**src/rtl/rotation_if.sv**
```systemverilog
// Bus bundle for the rotation disc: load/rotate controls in, sensors/direction/count out.
interface rotation_if;
   logic [31:0] a;
   logic        load;
   logic        left;
   logic        right;
   logic        sensorA;
   logic        sensorB;
   logic [1:0]  dir;
   logic [15:0] rev_count;

   modport master (
      output a, load, left, right,
      input  sensorA, sensorB, dir, rev_count
   );

   modport slave (
      input  a, load, left, right,
      output sensorA, sensorB, dir, rev_count
   );
endinterface

```
**src/rtl/rotation.sv**
```systemverilog
// Rotating 32-position disc with two fixed sensors and last-motion tracking.
// Optional revolution counter enabled by defining ROTATION_REV_COUNT_EN.
module rotation (
   input  logic      clk,
   input  logic      rst,
   rotation_if.slave bus
);

   typedef enum logic [1:0] {
      DIR_NONE  = 2'b00,
      DIR_LEFT  = 2'b01,
      DIR_RIGHT = 2'b10
   } dir_e;

   logic [31:0] disc_q, disc_d;
   dir_e        dir_q, dir_d;
   logic        step_left;
   logic        step_right;

   // Load wins over rotation; opposing requests cancel out to a hold.
   always_comb begin
      step_left  = !bus.load &&  bus.left && !bus.right;
      step_right = !bus.load && !bus.left &&  bus.right;
      disc_d     = disc_q;
      dir_d      = dir_q;
      if (bus.load) begin
         disc_d = bus.a;
      end else if (step_left) begin
         disc_d = {disc_q[30:0], disc_q[31]};
         dir_d  = DIR_LEFT;
      end else if (step_right) begin
         disc_d = {disc_q[0], disc_q[31:1]};
         dir_d  = DIR_RIGHT;
      end else begin
         dir_d  = DIR_NONE;
      end
   end

   always_ff @(posedge clk or posedge rst) begin
      if (rst) begin
         disc_q <= '0;
         dir_q  <= DIR_NONE;
      end else begin
         disc_q <= disc_d;
         dir_q  <= dir_d;
      end
   end

   assign bus.sensorA = disc_q[31];
   assign bus.sensorB = disc_q[30];
   assign bus.dir     = dir_q;

`ifdef ROTATION_REV_COUNT_EN
   logic [15:0] rev_q, rev_d;

   // A mark crossing the 31/0 seam is one revolution; at most one count per cycle.
   always_comb begin
      rev_d = rev_q;
      if (step_left && disc_q[31]) begin
         rev_d = rev_q + 16'd1;
      end else if (step_right && disc_q[0]) begin
         rev_d = rev_q - 16'd1;
      end
   end

   always_ff @(posedge clk or posedge rst) begin
      if (rst) begin
         rev_q <= '0;
      end else begin
         rev_q <= rev_d;
      end
   end

   assign bus.rev_count = rev_q;
`else
   assign bus.rev_count = '0;
`endif

endmodule

```
**src/flat_wrapper.sv**
```systemverilog
// flat-port wrapper written by rule: the top's interface ports become plain ports
module rotation_flat 
  (clk, rst, bus_a, bus_load, bus_left, bus_right, bus_sensorA, bus_sensorB, bus_dir, bus_rev_count);
  rotation_if bus_i ();
  input  logic clk;
  input  logic rst;
  input wire logic [$bits(bus_i.a)-1:0] bus_a;
  input wire logic [$bits(bus_i.load)-1:0] bus_load;
  input wire logic [$bits(bus_i.left)-1:0] bus_left;
  input wire logic [$bits(bus_i.right)-1:0] bus_right;
  output wire logic [$bits(bus_i.sensorA)-1:0] bus_sensorA;
  output wire logic [$bits(bus_i.sensorB)-1:0] bus_sensorB;
  output wire logic [$bits(bus_i.dir)-1:0] bus_dir;
  output wire logic [$bits(bus_i.rev_count)-1:0] bus_rev_count;
  assign bus_i.a = bus_a;
  assign bus_i.load = bus_load;
  assign bus_i.left = bus_left;
  assign bus_i.right = bus_right;
  assign bus_sensorA = bus_i.sensorA;
  assign bus_sensorB = bus_i.sensorB;
  assign bus_dir = bus_i.dir;
  assign bus_rev_count = bus_i.rev_count;
  rotation u_core (.clk(clk), .rst(rst), .bus(bus_i));
endmodule
```
**config.mk**
```make
export PLATFORM = sky130hd
export DESIGN_NAME = rotation_flat
export DESIGN_NICKNAME = d
export VERILOG_FILES = /design/src/rtl/rotation_if.sv /design/src/rtl/rotation.sv /design/src/flat_wrapper.sv
export SDC_FILE = /design/constraint.sdc
export NUM_CORES = 1
export LEC_CHECK = 0
export ABC_AREA = 1
export CAP_MARGIN = 30
export CORE_MARGIN = 2
export CORE_UTILIZATION = 53
export DETAILED_ROUTE_END_ITERATION = 16
export GPL_ROUTABILITY_DRIVEN = 0
export PLACE_DENSITY = 0.94
export SYNTH_ARGS = -nofsm -noshare
export SYNTH_HDL_FRONTEND = slang
export SYNTH_SLANG_ARGS = --single-unit
```
**constraint.sdc**
```tcl
create_clock -name clk -period 1.35 [get_ports clk]
set_input_delay 0.135 -clock clk [delete_from_list [all_inputs] [get_ports clk]]
set_output_delay 0.135 -clock clk [all_outputs]
set_load 0.05 [all_outputs]
```
=== After elaboration in Yosys (flattened, before gate mapping) ===
Cells that the tools add are included.

* Memories: 0
* Memory bits (writable): 0
* Bits of input ports: 37
* Latch bits: 0
* Logic and storage cells: 15
* ROM bits: 0
* Bits in registers: 34
* Output and inout port bits: 20

* Equal/unequal tests: 0
* $mul: 0
* Add/sub/neg operators: 0
* Shift-type cells: 0
* Div/mod/pow operators: 0
* Magnitude comparators: 0
* Multiplexer cells: 5
* Reduce and logical (&&, ||, !) cells: 8
* Bitwise logic cells: 0

{| class="wikitable"
|+ Operator list
! operator !! count
|-
| two-way mux 32 bit || 3
|-
| logical AND 1 bit || 4
|-
| two-way mux 2 bit || 2
|-
| logical NOT 1 bit || 3
|-
| nonzero test 3 bit || 1
|}

=== Depth between registers and ports, before layout ===
Gate-level depths: netlist (run 1).

* Depth after elaboration: 6
* Gate-level depth with buffers: 8
* Gate-level depth less buffers: 6

=== Worst setup path before layout (run 1) ===
Ideal clock, no wire load.

* Path type: reg-to-reg
* Start: reg u_core.disc_q[30]
* End: reg u_core.disc_q[31]
* Arrival: 0.964 ns
* Path slack: 0.319 ns
* Setup time: 0.066 ns
* Required time: 1.284 ns
* Clock period less this slack: 1.031 ns
* Stages on the path, launching flop included: 5
* Path buffers: 0
* Path through: dfrtp_1 > nand3_1 > nand3_1 > nand3_1 > nand2_1

* Longest elaborated chain between the ends: 2

{| class="wikitable"
|+ Ends and longest elaborated chain
! item !! RTL line !! text
|-
| start, declared || rotation.sv:15 || <nowiki>logic [31:0] disc_q, disc_d;</nowiki>
|-
| start signal, assigned || rotation.sv:44 || <nowiki>disc_q <= disc_d;</nowiki>
|-
| two-way mux 32 bit || rotation.sv:28 || <nowiki>end else if (step_left) begin</nowiki>
|-
| two-way mux 32 bit || rotation.sv:26 || <nowiki>if (bus.load) begin</nowiki>
|}

No other way between the ends.
A chain may end at the register's enable or synchronous reset.

=== Final worst setup path (run 1) ===
* Start: in bus_load
* End: reg u_core.disc_q[7]

* Longest elaborated chain between the ends: 5
* Elaborated cells on any way between the ends: 8
* Those cells by class: mux (2); reduce/logical (6)

{| class="wikitable"
|+ Ends and longest elaborated chain
! item !! RTL line !! text
|-
| start, declared || flat_wrapper.sv:8 || <nowiki>input wire logic [$bits(bus_i.load)-1:0] bus_load;</nowiki>
|-
| logical NOT 1 bit || rotation.sv:22, rotation.sv:23 ||
|-
| logical AND 1 bit (2 in a row) || rotation.sv:22 || <nowiki>step_left = !bus.load && bus.left && !bus.right;</nowiki>
|-
| two-way mux 32 bit || rotation.sv:28 ||
|-
| two-way mux 32 bit || rotation.sv:26 ||
|}

Parallel ways exist; a longest one is shown, timed or not.

==> results of run 1 <==
-- per-stage QoR --
stage,instances,hold WS [ns],instance area [sq um]
floorplan,325,0.248,2270
global placement,396,0.488,2720
detailed placement,396,0.488,2720
CTS,404,0.186,2830
global route,404,0.227,2830
finish,404,0.183,2830
-- worst min path at each step --
stage,endpoint,slack (ns),cells after the start
5_1_grt,u_core.disc_q[27],0.23,3
3_3_place_gp,u_core.disc_q[22],0.49,3
3_5_place_dp,u_core.disc_q[19],0.49,2
2_1_floorplan,u_core.bus.dir[0],0.25,2
6_report,u_core.disc_q[19],0.18,3
4_1_cts,u_core.disc_q[19],0.19,3
-- cell type report --
cell class	count	area share (%)
inverter	4	0.531
multi-input combinational	248	40.6
timing repair buffer	60	22.7
sequential	34	30.1
clock buffer	8	3.89
tap	50	2.21
-- cells in the mapped netlist --
cell type  instances
buf_4             19
nor2_4             1
nor2_1             2
or2_1             32
dfrtp_1           34
inv_2              3
buf_1              1
inv_1              1
nand3_1           96
conb_1             1
nand2_2            2
clkbuf_1           5
nand2_1           98
a21oi_2            1
buf_2             11
buf_6              3
-- state kept, by name, summed over array words and instances, names as in the netlist --
register / cells
u_core.bus.dir: 2
u_core.disc_q: 32
-- logic make-up after synthesis --
family / Yosys count
buf+inv: 43
simple gates: 231
compound gates: 1
other cells: 1
flops: 34
-- worst max-delay path, delay by kind of cell --
kind          cells  cell delay (ns)
simple gates      5             0.54
buf+inv           3             0.75
-- report_power, final --
group          switching (W)  internal [W]
clock network       0.000379      0.000515
logic               0.000483      0.000374
registers           0.000138       0.00117
-- layer usage --
metal / GRT usage, % / share of wire (%)
met5: 0 / 0
met4: 9.00 / 1.2
met3: 6.17 / 8.3
met2: 41.1 / 48
met1: 31.8 / 42
==> flow_metrics.env, run 1 <==
export IMPL_postCtsSetupBuffers=0
export IMPL_fin_nets=390
export IMPL_clock_path_buffers=2
export IMPL_grt_max_degree=39
export IMPL_initial_core_util_pct=55.3
export IMPL_cts_tree="done"
export IMPL_rr_startpoint="u_core.disc_q[30]"
export IMPL_drive_gt1_share_pct=11.0
export IMPL_status="finished clean"
export IMPL_grt_usage_pct=25.0
export IMPL_yosysSeqAreaShare_pct=38.5
export IMPL_rr_endpoint="u_core.disc_q[31]"
export IMPL_fillers=306
export IMPL_power_leakage_nw=1.37
export IMPL_vdd_drop_max_mv=0.723
export IMPL_synthMuxAreaShare_pct=0
export IMPL_cts_resized=0
export IMPL_rsz0062_at_grt="false"
export IMPL_cp_end_kind="flip-flop"
export IMPL_fmax_mhz=795
export IMPL_cts_sink_count=34
export IMPL_endpoint="u_core.disc_q[7]"
export IMPL_num_rows=23
export IMPL_die_y_microns=68.6
export IMPL_clkLatencyLatePin_ns=0.29
export IMPL_cts_root_buf="clkbuf_8"
export IMPL_skew_ns=0.00528
export IMPL_power_w=0.00306
export IMPL_dpl_worst_slack_ns=-0.195
export IMPL_r2r_cells=4
export IMPL_seq_area_sq_um=851
export IMPL_post_drt_wl_per_cell_microns=12.9
export IMPL_fin_crit_ns=1.26
export IMPL_crit_chain="clkdlybuf4s50_1 > nor2_4 > nand2_2 > nand2_2 > inv_2 > buf_12 > nand2_1 > nand2_1"
export IMPL_dieArea_sq_mm=0.00471
export IMPL_synth_compound_area_share_pct=0.396
export IMPL_grt_pass1_vias=2016
export IMPL_r2r_setup_slack_ns=0.48
export IMPL_synth_seq_cells=34
export IMPL_cts_buffers=5
export IMPL_required_ns=1.53
export IMPL_ant_nets=0
export IMPL_post_route_period_util_pct=93.2
export IMPL_wl_microns=5220
export IMPL_setup_tns_final_ns=0
export IMPL_synth_top_family_by_area="simple AND/OR/NAND/NOR gates"
export IMPL_synth_area_sq_mm=0.00221
export IMPL_startpoint="bus_load"
export IMPL_arrival_ns=1.43
export IMPL_cts_max_level=2
export IMPL_path_clk_slew_ns=0.07
export IMPL_drcViolationCount=0
export IMPL_synth_distinct_cells=16
export IMPL_synth_warnings=0
export IMPL_crit_path_max_incr_delay_ns=0.52
export IMPL_holdBufCountCts=0
export IMPL_grt_remaining_overflow=0
export IMPL_layout_commonest_cell="nand2_1"
export IMPL_synthTopCellsByArea="dfrtp_1 38%, nand3_1 22%, nand2_1 17%, or2_1 9.0%, buf_4 6.4%"
export IMPL_port_buffers=40
export IMPL_hold_viol=0
export IMPL_final_max_slew_viol_count=0
export IMPL_cp_start_kind="primary input"
export IMPL_crit_fanout=24
export IMPL_synthToLayoutAreaGrowth_pct=27.8
export IMPL_hold_path_class="in -> async"
export IMPL_synth_top_area_share_pct=38.5
export IMPL_drt_initial_drc_count=209
export IMPL_synth_simple_area_share_pct=48.8
export IMPL_final_setup_viol_count=0
export IMPL_worst_slack_ns=0.0915
export IMPL_synth_adder_area_share_pct=0
export IMPL_grt_pass1_wl_microns=8740
export IMPL_maxCapViolCount=0
export IMPL_crit_type="in -> reg"
export IMPL_synth_largest_area_cell="dfrtp_1"
export IMPL_core_area_sq_mm=0.00400
export IMPL_power_per_cell_area_mw_per_mm2=1080
export IMPL_multiInputGateArea_sq_mm=0.00115
export IMPL_vias_per_cell=5.40
export IMPL_antenna_found_initial=0
export IMPL_final_util_pct=70.7
export IMPL_pin_count=57
export IMPL_die_width_microns=68.6
export IMPL_syn_avg_cell_area_sq_um=7.14
export IMPL_hpwl_microns=3520
export IMPL_drt_pass1_iterations=4
export IMPL_slowest_stage="clkdlybuf4s50_1"
export IMPL_diodes=0
export IMPL_synthXorXnorAreaFrac_pct=0
export IMPL_synth_cells=310
export IMPL_layout_common_cells="98 x nand2_1, 96 x nand3_1, 36 x clkdlybuf4s50_1"
export IMPL_vias=2180
No activity file was read; power rests on OpenSTA's default activity.
==> inputs of run 2 (changes only) <==
Settings changed: PLACE_DENSITY 0.94 to 0.89.
==> run 2 against run 1 <==
Non-clock buffer count did not move; total power increased by 0.76%; clock skew increased by 0.0027 ns; die area stayed put; largest power group unchanged.
==> flow_metrics.env, run 2 (synthesized netlist as in run 1, its figures left out) <==
export IMPL_antenna_found_initial=0
export IMPL_drive_gt1_share_pct=11.0
export IMPL_wl_microns=4980
export IMPL_post_drt_wl_per_cell_microns=12.3
export IMPL_cp_start_kind="primary input"
export IMPL_met2_usage_pct=38.9
export IMPL_grt_max_degree=36
export IMPL_cts_resized=0
export IMPL_stdcell_count=404
export IMPL_hpwl_microns=3370
export IMPL_vias=2100
export IMPL_holdBufCountCts=0
export IMPL_cts_sink_count=34
export IMPL_layout_common_cells="98 x nand2_1, 96 x nand3_1, 36 x clkdlybuf4s50_1"
export IMPL_dp_cells=396
export IMPL_power_leakage_nw=1.37
export IMPL_initial_core_util_pct=55.3
export IMPL_multiInputGateArea_sq_mm=0.00115
export IMPL_drt_pass1_iterations=5
export IMPL_num_rows=23
export IMPL_required_ns=1.57
export IMPL_drcViolationCount=0
export IMPL_skew_ns=0.00794
export IMPL_cts_max_level=2
export IMPL_top_register="u_core.disc_q"
export IMPL_power_w=0.00308
export IMPL_grt_remaining_overflow=0
export IMPL_grt_busiest_layer="met2"
export IMPL_power_per_cell_area_mw_per_mm2=1090
export IMPL_design_area_sq_mm=0.00283
export IMPL_post_dp_cell_area_sq_mm=0.00272
export IMPL_grt_pass1_wl_microns=8460
export IMPL_fmax_mhz=806
export IMPL_hold_viol=0
export IMPL_diodes=0
export IMPL_synthToLayoutAreaGrowth_pct=27.8
export IMPL_cts_buffers=5
export IMPL_status="finished clean"
export IMPL_seq_area_sq_um=851
export IMPL_layout_commonest_cell="nand2_1"
export IMPL_gr_usage_met1_pct=30.9
export IMPL_use_met3_pct=5.36
export IMPL_final_setup_viol_count=0
export IMPL_final_max_slew_viol_count=0
export IMPL_largest_register_ffs=32
export IMPL_cp_end_kind="flip-flop"
export IMPL_core_area_sq_mm=0.00400
export IMPL_die_width_microns=68.6
export IMPL_vdd_drop_max_mv=0.619
export IMPL_grt_pass1_vias=1930
export IMPL_clock_path_buffers=2
export IMPL_die_y_microns=68.6
export IMPL_fillers=330
export IMPL_cts_root_buf="clkbuf_8"
export IMPL_pin_count=57
export IMPL_crit_fanout=8
export IMPL_port_buffers=40
export IMPL_path_clk_slew_ns=0.08
export IMPL_crit_type="in -> reg"
export IMPL_grt_usage_pct=23.6
export IMPL_post_route_period_util_pct=91.9
export IMPL_ant_nets=0
export IMPL_fin_nets=390
export IMPL_postCtsSetupBuffers=0
export IMPL_vias_per_cell=5.20
export IMPL_clkLatencyLatePin_ns=0.29
export IMPL_maxCapViolCount=0
export IMPL_drt_initial_drc_count=197
export IMPL_fin_crit_ns=1.24
export IMPL_rsz0062_at_grt="false"
export IMPL_hold_path_class="in -> async"
export IMPL_dieArea_sq_mm=0.00471
export IMPL_cts_tree="done"
export IMPL_arrival_ns=1.46
run 2: report_power, final:
part           total (W)  internal [W]  switching (W)
clock network   0.000920      0.000543       0.000377
logic           0.000851      0.000374       0.000477
registers        0.00131       0.00117       0.000141
total            0.00308       0.00209       0.000995
run 2: path summary, 6_finish.rpt:
| check | startpoint | to | slack, ns | cells after the start |
|---|---|---|---|---|
| min in group clk | u_core.disc_q[26] | u_core.disc_q[26] | 0.52 | 2 |
| max | bus_left | u_core.disc_q[14] | 0.11 | 8 |
| min reg2reg | u_core.disc_q[26] | u_core.disc_q[26] | 0.52 | 2 |
| max in group asynchronous | rst | u_core.disc_q[0] | 0.98 | 3 |
| min | rst | u_core.disc_q[6] | 0.18 | 3 |
| max reg2reg | u_core.disc_q[31] | u_core.disc_q[0] | 0.45 | 4 |
run 2: critical path: stages:
cell and delay, ns:
clkdlybuf4s50_1 0.57, inv_2 0.05, a21oi_2 0.16, nand2_2 0.12, inv_2 0.11, buf_4 0.16, nand2_1 0.07, nand2_1 0.08
run 2: final cells by class:
class	count	share of cell area, %
tap	50	2.21
inverter	4	0.531
sequential	34	30.1
timing repair buffer	60	22.7
clock buffer	5	2.43
clock inverter	3	1.42
multi-input combinational	248	40.6
run 2: per-stage QoR:
stage / hold slack (ns) / TNS, ns / setup WS [ns] / utilization (%)
after detailed placement: 0.492 / -4.42 / -0.158 / 67.9
after global placement: 0.491 / -3.94 / -0.135 / 67.9
after CTS: 0.196 / 0 / 0.119 / 70.7
after global routing: 0.220 / 0 / 0.0263 / 70.7
final: 0.184 / 0 / 0.109 / 70.7
after floorplan: 0.248 / 0 / 0.319 / -
run 2: per-layer routing:
layer  vias to the layer above  part of all wire (%)
li1                       1055                     -
met1                       956                    43
met2                        83                    49
met3                         6                   7.2
met4                         0                  0.72
met5                         -                     0
==> inputs of run 3 (changes only) <==
Settings changed: ABC_AREA 1 to default, CORE_UTILIZATION 53 to 36, PLACE_DENSITY 0.89 to 0.67.
==> run 3 against run 2 <==
Synthesized cell count shrank 44%; register-to-register slack lost 0.09 ns; sequential cell count unchanged; critical endpoint is now u_core.disc_q[7]; via count shrank 27%; first-iteration DRC count fell by 47%; die area rose by 22%; final area decreased by 10%; critical path type unchanged.
==> flow_metrics.env, run 3 <==
export IMPL_maxCapViolCount=0
export IMPL_fin_crit_ns=1.09
export IMPL_final_setup_viol_count=0
export IMPL_synthTopCellsByArea="dfrtp_1 46%, a221oi_1 14%, o2bb2ai_1 14%, buf_4 6.9%, nor2_1 5.9%"
export IMPL_r2r_cells=2
export IMPL_synth_cells=175
export IMPL_arrival_ns=1.27
export IMPL_drcViolationCount=0
export IMPL_highest_layer="met4"
export IMPL_skew_ns=0.00518
export IMPL_grt_pass1_vias=1467
export IMPL_final_max_slew_viol_count=0
export IMPL_synth_largest_area_cell="dfrtp_1"
export IMPL_synth_warnings=0
export IMPL_wl_met1_microns=2030
export IMPL_antenna_found_initial=0
export IMPL_pin_count=57
export IMPL_synthToLayoutAreaGrowth_pct=37.6
export IMPL_synth_top_area_share_pct=46.1
export IMPL_path_clk_slew_ns=0.07
export IMPL_core_area_sq_mm=0.00504
export IMPL_r2r_setup_slack_ns=0.36
export IMPL_fin_nets=259
export IMPL_drt_initial_drc_count=105
export IMPL_port_buffers=40
export IMPL_synth_ff_type="dfrtp_1"
export IMPL_clkLatencyLatePin_ns=0.29
export IMPL_post_route_period_util_pct=80.8
export IMPL_ant_nets=0
export IMPL_drive_gt1_share_pct=14.3
export IMPL_netlist_top_cells_count="34 x dfrtp_1, 29 x a221oi_1, 29 x nor2_1, 29 x o2bb2ai_1, 17 x buf_4"
export IMPL_required_ns=1.53
export IMPL_hpwl_microns=2950
export IMPL_setup_tns_final_ns=0
export IMPL_wl_met3_microns=215
export IMPL_fmax_mhz=917
export IMPL_hold_path_class="in -> async"
export IMPL_cts_tree="done"
export IMPL_largest_register_ffs=32
export IMPL_crit_fanout=20
export IMPL_grt_max_degree=35
export IMPL_cp_end_kind="flip-flop"
export IMPL_synth_area_sq_mm=0.00185
export IMPL_grt_remaining_overflow=0
export IMPL_synth_edf_count=0
export IMPL_vdd_drop_max_mv=0.473
export IMPL_status="finished clean"
export IMPL_rr_endpoint="u_core.disc_q[31]"
export IMPL_synthMostInstantiatedCell="dfrtp_1"
export IMPL_power_leakage_nw=1.02
export IMPL_vias_per_cell=5.24
export IMPL_power_per_cell_area_mw_per_mm2=1070
export IMPL_hold_viol=0
export IMPL_holdBufCountCts=0
export IMPL_num_rows=26
export IMPL_wl_microns=4220
export IMPL_synth_seq_cells=34
export IMPL_clock_path_buffers=2
export IMPL_cts_buffers=5
export IMPL_vias=1536
export IMPL_post_drt_wl_per_cell_microns=14.4
export IMPL_cts_max_level=2
export IMPL_rr_startpoint="u_core.disc_q[30]"
export IMPL_cts_root_buf="clkbuf_8"
export IMPL_initial_core_util_pct=36.6
export IMPL_crit_type="in -> reg"
export IMPL_yosysSeqAreaShare_pct=46.1
export IMPL_rsz0062_at_grt="false"
export IMPL_layout_common_cells="34 x clkdlybuf4s50_1, 34 x dfrtp_1, 29 x a221oi_1, 29 x nor2_1, 29 x o2bb2ai_1"
export IMPL_top_register="u_core.disc_q"
export IMPL_cp_start_kind="primary input"
export IMPL_drt_pass1_iterations=4
export IMPL_synth_distinct_cells=20
export IMPL_dieArea_sq_mm=0.00572
export IMPL_die_y_microns=75.6
export IMPL_syn_avg_cell_area_sq_um=10.6
export IMPL_dpl_worst_slack_ns=-0.253
export IMPL_die_width_microns=75.6
export IMPL_whs_ns=0.195
export IMPL_grt_pass1_wl_microns=6920
export IMPL_diodes=0
export IMPL_met2_length_microns=1940
export IMPL_worst_slack_ns=0.259
export IMPL_grt_usage_pct=16.1
export IMPL_async_flop_share_pct=100
export IMPL_cts_sink_count=34
[run 3: cell families after synthesis]
kind of cell | synth area share [%]
AOI/OAI and AO/OA | 30.9
buffers and inverters | 12.9
DFF | 46.1
other | 0.203
and+or+nand+nor | 9.96
[run 3: worst max path at each step]
stage	startpoint	slack (ns)	cells past startpoint	to
after floorplan	u_core.disc_q[31]	0.26	2	u_core.disc_q[0]
after global placement	bus_left	-0.20	5	u_core.disc_q[10]
after detailed placement	bus_left	-0.25	5	u_core.disc_q[11]
after CTS	bus_left	0.06	5	u_core.disc_q[17]
after global routing	bus_load	0.22	4	u_core.disc_q[12]
final	bus_load	0.26	5	u_core.disc_q[7]
[run 3: stage by stage]
step / utilization (%) / cells / total power [W] / area [sq um]
finish: 50.4 / 293 / 0.00272 / 2540
global route: 50.4 / 293 / 0.00287 / 2540
CTS: 49.9 / 292 / 0.00274 / 2520
detailed placement: 48.0 / 284 / 0.00193 / 2420
global placement: 48.0 / 284 / 0.00192 / 2420
floorplan: - / 190 / 0.00167 / 1900
[run 3: critical path, cell delays in order]
cell and delay (ns):
clkdlybuf4s50_1 0.56, inv_1 0.11, buf_4 0.22, nor2_1 0.16, o2bb2ai_1 0.08
[run 3: timing repair]
action / 4_1_cts / 5_1_grt
gates resized for setup: 0 / 2
buffers inserted: 0 / 1
endpoints found under the setup margin: 0 / 5
[run 3: area by class of cell]
cell class,instances,area [sq um]
Fill cell,469,2500
Clock buffer,6,82.6
Clock inverter,2,12.5
Tap cell,70,87.6
Inverter,2,7.51
Timing Repair Buffer,57,686
Multi-Input combinational cell,122,815
Sequential cell,34,851
[run 3: layer usage]
metal / GRT usage, % / up-vias
met2: 24.1 / 46
met4: 4.68 / 0
met5: 0 / -
li1: - / 739
met1: 23.1 / 747
met3: 4.37 / 4
[run 3: power by group]
group | internal (W) | switching [W]
Combinational | 0.000320 | 0.000340
Clock | 0.000410 | 0.000391
Sequential | 0.00114 | 0.000118
